File: src/rtl/load_store_unit.sv
// Data-memory access sequencer: latches one load/store, issues a single strobe,
// waits MEM_LATENCY cycles for read data and returns it as a register-file write.
module load_store_unit #(
  parameter int unsigned MEM_LATENCY = 1
) (
  input  logic        clk,
  input  logic        nreset,
  input  logic        clk_en,
  input  logic        req_valid,
  input  logic        req_store,
  input  logic [31:0] req_addr,
  input  logic [31:0] req_wdata,
  input  logic [1:0]  req_size,
  input  logic        req_signed,
  input  logic [2:0]  req_rd,
  output logic        stall,
  output logic        wb_en,
  output logic [2:0]  wb_reg,
  output logic [31:0] wb_data,
  output logic        lsu_err,
  output logic [31:0] data_memory_a,
  output logic [31:0] data_memory_out_v,
  output logic [1:0]  data_memory_s,
  output logic        data_memory_read,
  output logic        data_memory_write,
  input  logic [31:0] data_memory_in_v
);

  localparam int unsigned CNT_W  = 4;
  localparam int unsigned DATA_W = 32;

  typedef enum logic [2:0] {
    S_IDLE   = 3'd0,
    S_ACCESS = 3'd1,
    S_WAIT   = 3'd2,
    S_DONE   = 3'd3,
    S_ERR    = 3'd4
  } state_e;

  state_e              state_q, state_d;
  logic [CNT_W-1:0]    cnt_q, cnt_d;
  logic [DATA_W-1:0]   addr_q, addr_d;
  logic [DATA_W-1:0]   wdata_q, wdata_d;
  logic [1:0]          size_q, size_d;
  logic                signed_q, signed_d;
  logic [2:0]          rd_q, rd_d;
  logic                store_q, store_d;
  logic                rd_strobe_q, rd_strobe_d;
  logic                wr_strobe_q, wr_strobe_d;
  logic                wb_en_q, wb_en_d;
  logic [2:0]          wb_reg_q, wb_reg_d;
  logic [DATA_W-1:0]   wb_data_q, wb_data_d;
  logic                err_q, err_d;
  logic                req_bad;
  logic [DATA_W-1:0]   req_wdata_masked;
  logic [DATA_W-1:0]   ext_data;
  logic                bus_on;

  // Request legality and store-data masking
  always_comb begin
    req_bad = (req_size == 2'b11) ||
              ((req_size == 2'b01) && req_addr[0]) ||
              ((req_size == 2'b10) && (req_addr[1:0] != 2'b00));
    unique case (req_size)
      2'b00:   req_wdata_masked = {24'd0, req_wdata[7:0]};
      2'b01:   req_wdata_masked = {16'd0, req_wdata[15:0]};
      default: req_wdata_masked = req_wdata;
    endcase
  end

  // Load-data extension from the latched size/signedness
  always_comb begin
    unique case (size_q)
      2'b00:   ext_data = {{24{signed_q & data_memory_in_v[7]}}, data_memory_in_v[7:0]};
      2'b01:   ext_data = {{16{signed_q & data_memory_in_v[15]}}, data_memory_in_v[15:0]};
      default: ext_data = data_memory_in_v;
    endcase
  end

  always_comb begin
    state_d     = state_q;
    cnt_d       = cnt_q;
    addr_d      = addr_q;
    wdata_d     = wdata_q;
    size_d      = size_q;
    signed_d    = signed_q;
    rd_d        = rd_q;
    store_d     = store_q;
    rd_strobe_d = 1'b0;
    wr_strobe_d = 1'b0;
    wb_en_d     = 1'b0;
    wb_reg_d    = wb_reg_q;
    wb_data_d   = wb_data_q;
    err_d       = err_q;
    unique case (state_q)
      S_IDLE: begin
        if (req_valid) begin
          if (req_bad) begin
            state_d = S_ERR;
            err_d   = 1'b1;
          end else begin
            addr_d      = req_addr;
            wdata_d     = req_wdata_masked;
            size_d      = req_size;
            signed_d    = req_signed;
            rd_d        = req_rd;
            store_d     = req_store;
            rd_strobe_d = ~req_store;
            wr_strobe_d = req_store;
            state_d     = S_ACCESS;
          end
        end
      end
      S_ACCESS: begin
        if (store_q) begin
          state_d = S_DONE;
        end else begin
          cnt_d   = CNT_W'(MEM_LATENCY - 1);
          state_d = S_WAIT;
        end
      end
      S_WAIT: begin
        if (cnt_q == '0) begin
          wb_en_d   = 1'b1;
          wb_reg_d  = rd_q;
          wb_data_d = ext_data;
          state_d   = S_DONE;
        end else begin
          cnt_d = cnt_q - CNT_W'(1);
        end
      end
      S_DONE: state_d = S_IDLE;
      S_ERR: begin
        err_d   = 1'b1;
        state_d = S_ERR;
      end
      default: state_d = S_IDLE;
    endcase
  end

  always_ff @(posedge clk or negedge nreset) begin
    if (!nreset) begin
      state_q     <= S_IDLE;
      cnt_q       <= '0;
      addr_q      <= '0;
      wdata_q     <= '0;
      size_q      <= '0;
      signed_q    <= 1'b0;
      rd_q        <= '0;
      store_q     <= 1'b0;
      rd_strobe_q <= 1'b0;
      wr_strobe_q <= 1'b0;
      wb_en_q     <= 1'b0;
      wb_reg_q    <= '0;
      wb_data_q   <= '0;
      err_q       <= 1'b0;
    end else if (clk_en) begin
      state_q     <= state_d;
      cnt_q       <= cnt_d;
      addr_q      <= addr_d;
      wdata_q     <= wdata_d;
      size_q      <= size_d;
      signed_q    <= signed_d;
      rd_q        <= rd_d;
      store_q     <= store_d;
      rd_strobe_q <= rd_strobe_d;
      wr_strobe_q <= wr_strobe_d;
      wb_en_q     <= wb_en_d;
      wb_reg_q    <= wb_reg_d;
      wb_data_q   <= wb_data_d;
      err_q       <= err_d;
    end
  end

  // A held ACCESS cycle with clk_en low shows an idle bus and is re-issued later
  assign bus_on            = (rd_strobe_q | wr_strobe_q) & clk_en;
  assign data_memory_read  = rd_strobe_q & clk_en;
  assign data_memory_write = wr_strobe_q & clk_en;
  assign data_memory_a     = bus_on ? addr_q  : '0;
  assign data_memory_out_v = bus_on ? wdata_q : '0;
  assign data_memory_s     = bus_on ? size_q  : '0;

  assign stall   = (state_q == S_ACCESS) || (state_q == S_WAIT) || (state_q == S_ERR) ||
                   ((state_q == S_IDLE) && req_valid);
  assign wb_en   = wb_en_q;
  assign wb_reg  = wb_reg_q;
  assign wb_data = wb_data_q;
  assign lsu_err = err_q;

endmodule

File: config.mk
export PLATFORM = sky130hd
export DESIGN_NAME = load_store_unit
export DESIGN_NICKNAME = d
export VERILOG_FILES = /design/src/rtl/load_store_unit.sv
export SDC_FILE = /design/constraint.sdc
export NUM_CORES = 1
export LEC_CHECK = 0
export ABC_AREA = 1
export CORE_ASPECT_RATIO = 1.1
export CORE_MARGIN = 2
export CORE_UTILIZATION = 35
export CTS_CLUSTER_SIZE = 25
export DETAILED_ROUTE_END_ITERATION = 16
export GPL_TIMING_DRIVEN = 0
export PLACE_DENSITY = 0.78
export SLEW_MARGIN = 20
export SYNTH_ARGS = -nofsm -noshare
export SYNTH_HDL_FRONTEND = slang
export SYNTH_SLANG_ARGS = --single-unit
File: constraint.sdc
create_clock -name clk -period 1.35 [get_ports clk]
set_input_delay 0.2025 -clock clk [delete_from_list [all_inputs] [get_ports clk]]
set_output_delay 0.2025 -clock clk [all_outputs]
set_load 0.02 [all_outputs]
# Yosys cells after proc, flatten, opt, wreduce, memory -nomap -nowiden
# Index checks and enable logic that the tools add are counted.
[op_classes] n_reduce_logical=20 n_mux=24 bitwise_logic=8 n_addsub=1 n_eq_ne=12
[op_table] op="case mux 32 bit (2 select lines)" n=2
[op_table] op="two-way mux 32 bit" n=2
[op_table] op="case mux 3 bit (4 select lines)" n=1
[op_table] op="AND reduction 4 bit" n=3
[op_table] op="two-way mux 1 bit" n=11
[op_table] op="inequality test 2 bit (second input constant)" n=5
[op_table] op="two-way mux 3 bit" n=3
[op_table] op="two-way mux 4 bit" n=2
[op_table] op="case mux 4 bit (2 select lines)" n=1
[op_table] op="AND reduction 3 bit" n=2
[op_table] op="nonzero test 2 bit" n=3
[op_table] op="AND 1 bit" n=5
[op_table] op="logical OR 1 bit" n=5
[op_table] op="equality test 2 x 1 -> 1 bit (second input constant)" n=2
[op_table] op="equality test 2 bit (second input constant)" n=2
[op_table] op="zero test 2 bit" n=2
[op_table] op="zero test 4 bit" n=1
[op_table] op="subtractor 4 x 1 -> 4 bit (second input constant)" n=1
[op_table] op="equality test 3 x 1 -> 1 bit (second input constant)" n=1
[op_table] op="equality test 3 x 2 -> 1 bit (second input constant)" n=1
[op_table] op="equality test 3 bit (second input constant)" n=1
[op_table] op="logical AND 1 bit" n=3
[op_table] op="zero test 3 bit" n=1
[op_table] op="two-way mux 2 bit" n=1
[op_table] op="other kinds (3)" n=4
[word_totals] wordCells=79 input_bits=107 out_inout_bits=106 reg_bits=117

# Logic depth before layout (Yosys ltp)
# Gate-level depths: netlist of the first run.
[logic_depth] depth_word=7 ltp_mapped=9

# Least setup slack after synthesis of the first run
# Ideal clock, no wire load.
[synth_timing] kind="register -> output" startpoint="register rd_strobe_q" endpoint="output port data_memory_a[23]" arrival_time_ns=1.290 required_ns=1.148 path_slack_ns=-0.142 path_buffers=2 stages_incl_launch_ff=7 path_cell_list="dfrtp_1 -> nand2_1 -> inv_1 -> nor2_1 -> clkbuf_1 -> buf_2 -> nor2_1"
[synth_via] elab_chain_len=3
[synth_rtl] element="start, declared" line_no="48" text="logic rd_strobe_q, rd_strobe_d;"
[synth_rtl] element="start signal, assigned" line_no="166" text="rd_strobe_q <= rd_strobe_d;"
[synth_rtl] element="OR 1 bit" line_no="176" text="assign bus_on = (rd_strobe_q | wr_strobe_q) & clk_en;"
[synth_rtl] element="AND 1 bit" line_no="176"
[synth_rtl] element="two-way mux 32 bit" line_no="179" text="assign data_memory_a = bus_on ? addr_q : '0;"
[synth_rtl] element="end, declared" line_no="21" text="output logic [31:0] data_memory_a,"
# Every way passes these cells.

# Final worst setup path of the first run
[layout_timing] startpoint="register rd_strobe_q" endpoint="output port data_memory_out_v[26]"
[layout_via] elab_chain_len=3
[layout_rtl] element="OR 1 bit" line_no="176"
[layout_rtl] element="AND 1 bit" line_no="176"
[layout_rtl] element="two-way mux 32 bit" line_no="180" text="assign data_memory_out_v = bus_on ? wdata_q : '0;"
[layout_rtl] element="end, declared" line_no="22" text="output logic [31:0] data_memory_out_v,"
# Every way passes these cells.

==> summary.txt, run 1 <==
Clock tree
  – CTS tree: yes
  – H-Tree Depth: 4
  – Worst-path clk slew: 0.05 ns
  – Clock Tree Buf Depth: 2
  – CTS Buf Count: 17
  – CTS sink count: 117
  – Clock latency on the worst-skew pair: 0.42 ns
  – Clock Root Buffer: clkbuf_16

Finish
  – Ratio of cells with drive above 1 in the final layout: 42.6%
  – Final Non-Filler Cells: 1,319
  – Final core utilization: 67.3%
  – # diodes: 0
  – Area Overhead vs Synth: 89.5%
  – Nets: 1,211

STA
  – Final Hold Viols: 0
  – Relative slew slack: 64.4%
  – Worst-margin pin slew: 0.534 ns
  – Setup TNS: -51.70 ns
  – Final setup vio count: 175
  – Tmin final: 1.84 ns
  – Worst setup slack after layout: -0.489 ns
  – Fmax achieved: 544 MHz
  – Max-slew violations: 0
  – Unrepaired setup endpoints after global routing: yes
  – Hold slack final: 0.218 ns
  – Final Skew: 0.00909 ns
  – Final Cycle Share: 136%

Power
  – Lkg Pwr: 5.46 nW
  – Pwr Density: 1830 mW/mm2
  – Power, Total: 19.9 mW
  – Max VDD drop: 0.958 mV

Yosys
  – Post-Syn Area per Cell: 7.16 um2
  – Post-synth top cells: 333 x nand2_1, 117 x dfrtp_1, 101 x inv_1, 95 x nand3_1, 85 x nor2_1
  – Post-Syn Area: 0.00575 mm2
  – Seq/Total Area, Yosys: 50.9%
  – Simple-gate share of the synthesized area: 37.0%
  – Xor/xnor cell area share of the yosys netlist: 0.152%
  – Mux share of post-synthesis cell area: 0%
  – Share of the synthesized area in the top cell type: 50.9%
  – Synth cell types: 20
  – Post-Syn Instances: 803
  – Syn. warnings: 0
  – Synth Net Count: 912
  – Largest family of logic cells by synthesized area: simple AND/OR/NAND/NOR gates
  – Most frequent cell after synthesis: nand2_1
  – Async SR Flop Fraction: 100%
  – Leading area contributor after synthesis: dfrtp_1
  – Ys flop type: dfrtp_1
  – Synth Area in Compound Gates: 0.871%
  – Number of synthesized register bits: 117
  – EDFF count, synth: 0
  – Synth area leaders: dfrtp_1 51%, nand2_1 22%, nand3_1 8.3%
  – Synth Area in Adders: 0.435%

Floorplan
  – Die area: 0.0175 mm2
  – Core ar.: 0.0162 mm2
  – Die W: 126 um
  – Initial Utilization: 35.5%
  – Die span in y: 138 um
  – Ports: 213
  – Core Rows: 49

Global routing
  – First-pass GRT wire length: 31,800 um
  – GRT Overall Usage: 23.1%
  – Vias in the first global route: 6,127
  – Antenna violations before repair: 0
  – Largest net degree at the start of global routing: 65
  – Total gr overflow: 0

Drt
  – Detailed Route WL: 21,300 um
  – Detailed-route DRC error count: 0
  – DRT Pass-1 Iters: 4
  – Routed wire per std cell: 16.1 um
  – Via density per instance: 4.79
  – Via count of the routed design: 6,314
  – First DRT Iteration DRCs: 280
  – Post-DRT Antenna Nets: 0

Hold path
  – Origin of the worst min-delay path: req_size[1]
  – Min-delay worst type: in2reg
  – Hold Path Stages: 5

Run status
  – Failing checks: setup timing
  – Outcome: complete, but fails checks

Setup path
  – Critical path cell sequence: nand2_1, inv_2, nor2_4, clkbuf_16, buf_12, buf_12, nor2_4, buf_6
  – Crit path kind: reg2out
  – Delay-heaviest family, CP: buffers and inverters
  – Critical Path Start Type: register
  – FF-to-FF path depth: 11
  – Critical path buffers and inverters: 5
  – Worst r2r src: state_q[2]
  – Worst-path maximum fanout: 8
  – Slowest CP cell: dfrtp_1
  – CP endpoint kind: output port
  – Critical Path Max Stage Delay: 0.37 ns
  – Worst endpoint required time: 1.15 ns
  – Worst setup startpoint: rd_strobe_q
  – Instance count on the critical path: 8
  – Worst EP arrival: 1.64 ns

Placed design
  – Port bufs: 211
  – GP Congestion: 0.796
  – DP HPWL: 12,600 um
  – Dpl cells: 1,219

Job
  – Max_cap viols: 0
## through the flow
stage	area [um2]	setup slack [ns]
final	10900	-0.489
after global routing	10900	-0.561
after CTS	10300	-0.493
after detailed placement	8380	-1.17
after global placement	8350	-4.69
after floorplan	5980	-0.0466
## placed cells by master, fill, tap and decap left out, drive strengths merged, types with 3 or more instances in the layout
cell           instances
nand2                336
nand3                 96
clkdlybuf4s50        102
inv                  107
clkbuf                42
clkinv                 5
buf                  172
nand4                  3
nor2                  87
clkdlybuf4s15         25
dfrtp                117
o21ai                  8
## what timing repair did
item / in CTS / in global routing
pin swaps: 36 / 43
gates resized for setup: 601 / 253
hold buffers: 1 / 0
endpoints found under the setup margin: 215 / 219
buffers inserted: 43 / 11
cloned: 19 / 2
hold endpoints to repair: 53 / 0
## routing by layer
metal	vias up	GRT usage [%]	part of all wire [%]
li1	3020	-	-
met1	3025	27.7	38
met2	225	40.4	54
met3	44	5.34	5.6
met4	0	8.68	3.1
met5	-	0	0
## worst reg2reg max path, cell delays in order, from the launching register on
cell and delay [ns]:
dfrtp_2 0.44, inv_2 0.10, nand2_2 0.07, nor2_4 0.09, nand2_2 0.08, nor2_4 0.19
buf_12 0.16, buf_12 0.10, nand2_8 0.08, buf_8 0.16, nand2_2 0.06, nand2_2 0.05
## power by group
part,switching (mW),internal [mW],total (mW)
registers,1.29,5.07,6.37
clock network,1.64,2.89,4.53
logic,4.87,4.12,8.99
total,7.80,12.1,19.9
## cell type report
class	count	area [um2]
fill	1258	5300
multi-input combinational	538	3220
timing repair buffer	278	2970
sequential	117	2930
buffer	43	505
clock buffer	23	488
inverter	106	413
tap	204	255
clock inverter	9	100
timing repair inverter	1	11.3
## worst paths after layout
| kind | end | slack, ns |
|---|---|---|
| worst min register to register | addr_q[28] | 0.48 |
| worst min-delay path | wdata_q[22] | 0.22 |
| worst max-delay path | data_memory_out_v[26] | -0.49 |
| max in group asynchronous | addr_q[9] | 0.30 |
| worst max register to register | wdata_q[30] | -0.33 |
| min in group asynchronous | wdata_q[20] | 0.33 |
## cells by family after synthesis
kind of cell / Yosys count
buf+inv: 150
compound gates: 10
xor+xnor: 1
flops: 117
fa+ha+maj: 2
simple gates: 523
(Power assumes the default switching activity.)
==> run 2: changes to the inputs <==
--- a/config.mk
+++ b/config.mk
@@ -11,8 +11,9 @@
 export CORE_UTILIZATION = 35
 export CTS_CLUSTER_SIZE = 25
 export DETAILED_ROUTE_END_ITERATION = 16
+export DONT_BUFFER_PORTS = 1
 export GPL_TIMING_DRIVEN = 0
-export PLACE_DENSITY = 0.78
+export PLACE_DENSITY = 0.61
 export SLEW_MARGIN = 20
 export SYNTH_ARGS = -nofsm -noshare
 export SYNTH_HDL_FRONTEND = slang
==> run 2 against run 1 <==
- the run ends with hold timing, setup timing left
- combinational power decreased by 15%
- global-route usage is 0.60 points lower
- via count fell by 10%
- sequential share of layout area is 2.9 points higher
- sequential cell count did not move
- critical endpoint is now data_memory_out_v[16]
- largest cell class is now multi-input gates
==> summary.txt, run 2 (synthesized netlist as in run 1, its figures left out) <==
Floorplan
  – Ports: 213
  – Die span in y: 138 um
  – Core ar.: 0.0162 mm2
  – Core Rows: 49
  – Die W: 126 um
  – Initial Utilization: 35.5%
  – Die area: 0.0175 mm2

Run status
  – Outcome: complete, but fails checks
  – Failing checks: hold timing, setup timing

Clock tree
  – Worst-path clk slew: 0.06 ns
  – CTS Buf Count: 17
  – H-Tree Depth: 4
  – Cts hold-fix bufs: 76
  – Clock Root Buffer: clkbuf_16
  – Clock latency on the worst-skew pair: 0.42 ns
  – CTS sink count: 117
  – CTS tree: yes
  – Clock Tree Buf Depth: 2

STA
  – Final Hold Viols: 117
  – Tmin final: 1.81 ns
  – Max-slew violations: 0
  – Unrepaired setup endpoints after global routing: yes
  – Hold slack final: -0.526 ns
  – Relative slew slack: 66.8%
  – Setup TNS: -53.00 ns
  – Worst setup slack after layout: -0.461 ns
  – Final Skew: 0.00866 ns
  – Worst-margin pin slew: 0.498 ns
  – Final setup vio count: 174
  – Final Cycle Share: 134%
  – Fmax achieved: 552 MHz

Placed design
  – GP Congestion: 0.802
  – DP Area: 0.00624 mm2
  – Dpl cells: 1,007
  – Port bufs: 0
  – DP HPWL: 11,400 um

Drt
  – Via density per instance: 4.83
  – Via count of the routed design: 5,677
  – Routed wire per std cell: 17.0 um
  – DRT Pass-1 Iters: 4
  – Detailed Route WL: 20,000 um
  – Detailed-route DRC error count: 0
  – First DRT Iteration DRCs: 312
  – Post-DRT Antenna Nets: 0

Finish
  – Most frequent cells in the layout: 161 x nand2_1, 130 x nand2_2, 114 x dfrtp_1
  – Commonest non-fill, non-tap cell in the layout: nand2_1
  – Ratio of cells with drive above 1 in the final layout: 42.1%
  – Fill cells: 1,312
  – Final Non-Filler Cells: 1,176
  – # diodes: 0
  – Nets: 1,069
  – Post-Layout Inst Area: 0.00983 mm2
  – Area Overhead vs Synth: 71.1%

Setup path
  – Worst endpoint required time: 1.15 ns
  – Worst EP arrival: 1.61 ns
  – Reg-to-reg slack, setup: -0.37 ns
  – RR Endpoint: addr_q[19]
  – Critical Path Start Type: register
  – Worst r2r src: state_q[1]
  – Worst-path maximum fanout: 7
  – FF-to-FF path depth: 12
  – CP endpoint kind: output port
  – Crit path kind: reg2out

Power
  – Pwr Density: 1960 mW/mm2
  – Max VDD drop: 0.878 mV
  – Lkg Pwr: 4.87 nW

Global routing
  – Antenna violations before repair: 0
  – Largest net degree at the start of global routing: 118
  – Total gr overflow: 0
  – First-pass GRT wire length: 30,700 um
  – GRT Overall Usage: 22.5%
  – Vias in the first global route: 5,754

Hold path
  – Min-delay worst type: in2async

Job
  – Max_cap viols: 0
==> run 2: cell count changes in the layout (fill, tap and decap cells not counted), moves of 4 or more <==
cell	before	now
clkdlybuf4s50_1	102	0
dlygate4sd3_1	1	76
buf_6	81	12
clkdlybuf4s15_1	25	0
nor2_4	28	51
nor2_2	38	20
nand2_1	175	161
nand2_4	31	42
clkbuf_2	12	2
buf_4	34	25
buf_2	17	11
clkbuf_16	20	25
nor2_1	21	16
nand3_2	12	16
==> run 2: what timing repair did <==
item,CTS,global route
hold endpoints to repair,197,117
buffers inserted,47,7
setup endpoints to repair,176,184
pin swaps,30,58
gates cloned,17,4
gates resized for setup,240,173
==> run 2: power breakdown <==
group | leakage [nW] | switching, mW | total, mW | internal [mW]
Sequential | 1.50 | 2.00 | 7.07 | 5.07
Combinational | 3.09 | 4.11 | 7.68 | 3.56
Clock | 0.285 | 1.63 | 4.52 | 2.89
==> run 2: how the worst max path moves through the flow <==
stage | slack (ns) | end | from
finish | -0.46 | data_memory_out_v[16] | rd_strobe_q
global route | -0.53 | data_memory_a[24] | rd_strobe_q
CTS | -0.50 | data_memory_out_v[18] | wr_strobe_q
detailed placement | -0.46 | addr_q[30] | state_q[2]
global placement | -0.45 | addr_q[24] | state_q[2]
floorplan | -0.05 | wb_data[10] | state_q[0]
==> run 2: per-stage QoR <==
step | hold WS [ns] | util [%] | setup WS, ns | power (mW)
5_1_grt | -0.552 | 60.8 | -0.526 | 20.5
4_1_cts | -0.544 | 57.0 | -0.498 | 17.9
3_5_place_dp | -0.0908 | 38.5 | -0.459 | 10.8
6_report | -0.526 | 60.8 | -0.461 | 19.3
3_3_place_gp | -0.0903 | 38.5 | -0.447 | 10.7
2_1_floorplan | -0.0931 | - | -0.0466 | 9.78
==> run 2: area by class of cell <==
| type | instances | area [um2] | area share, % |
|---|---|---|---|
| Multi-Input combinational cell | 537 | 3420 | 34.8 |
| Sequential cell | 117 | 2930 | 29.8 |
| Timing Repair Buffer | 140 | 1740 | 17.7 |
| Clock buffer | 23 | 488 | 4.96 |
| Buffer | 40 | 465 | 4.73 |
| Inverter | 106 | 418 | 4.25 |
| Tap cell | 204 | 255 | 2.60 |
| Clock inverter | 8 | 98.8 | 1.01 |
| Timing Repair inverter | 1 | 11.3 | 0.115 |
==> run 2: metal layers <==
layer / vias to the layer above / global-route usage (%) / share of wire (%)
li1: 2729 / - / -
met1: 2747 / 26.9 / 40
met2: 178 / 38.9 / 52
met4: 0 / 8.04 / 1.5
met3: 23 / 6.19 / 5.9
met5: - / 0 / 0
==> run 2: worst max-delay path, stage by stage (launching register included) <==
cell,delay (ns)
dfrtp_1,0.39
nand2_2,0.09
inv_4,0.06
nor2_4,0.19
clkbuf_16,0.22
clkbuf_16,0.17
nor2_2,0.07
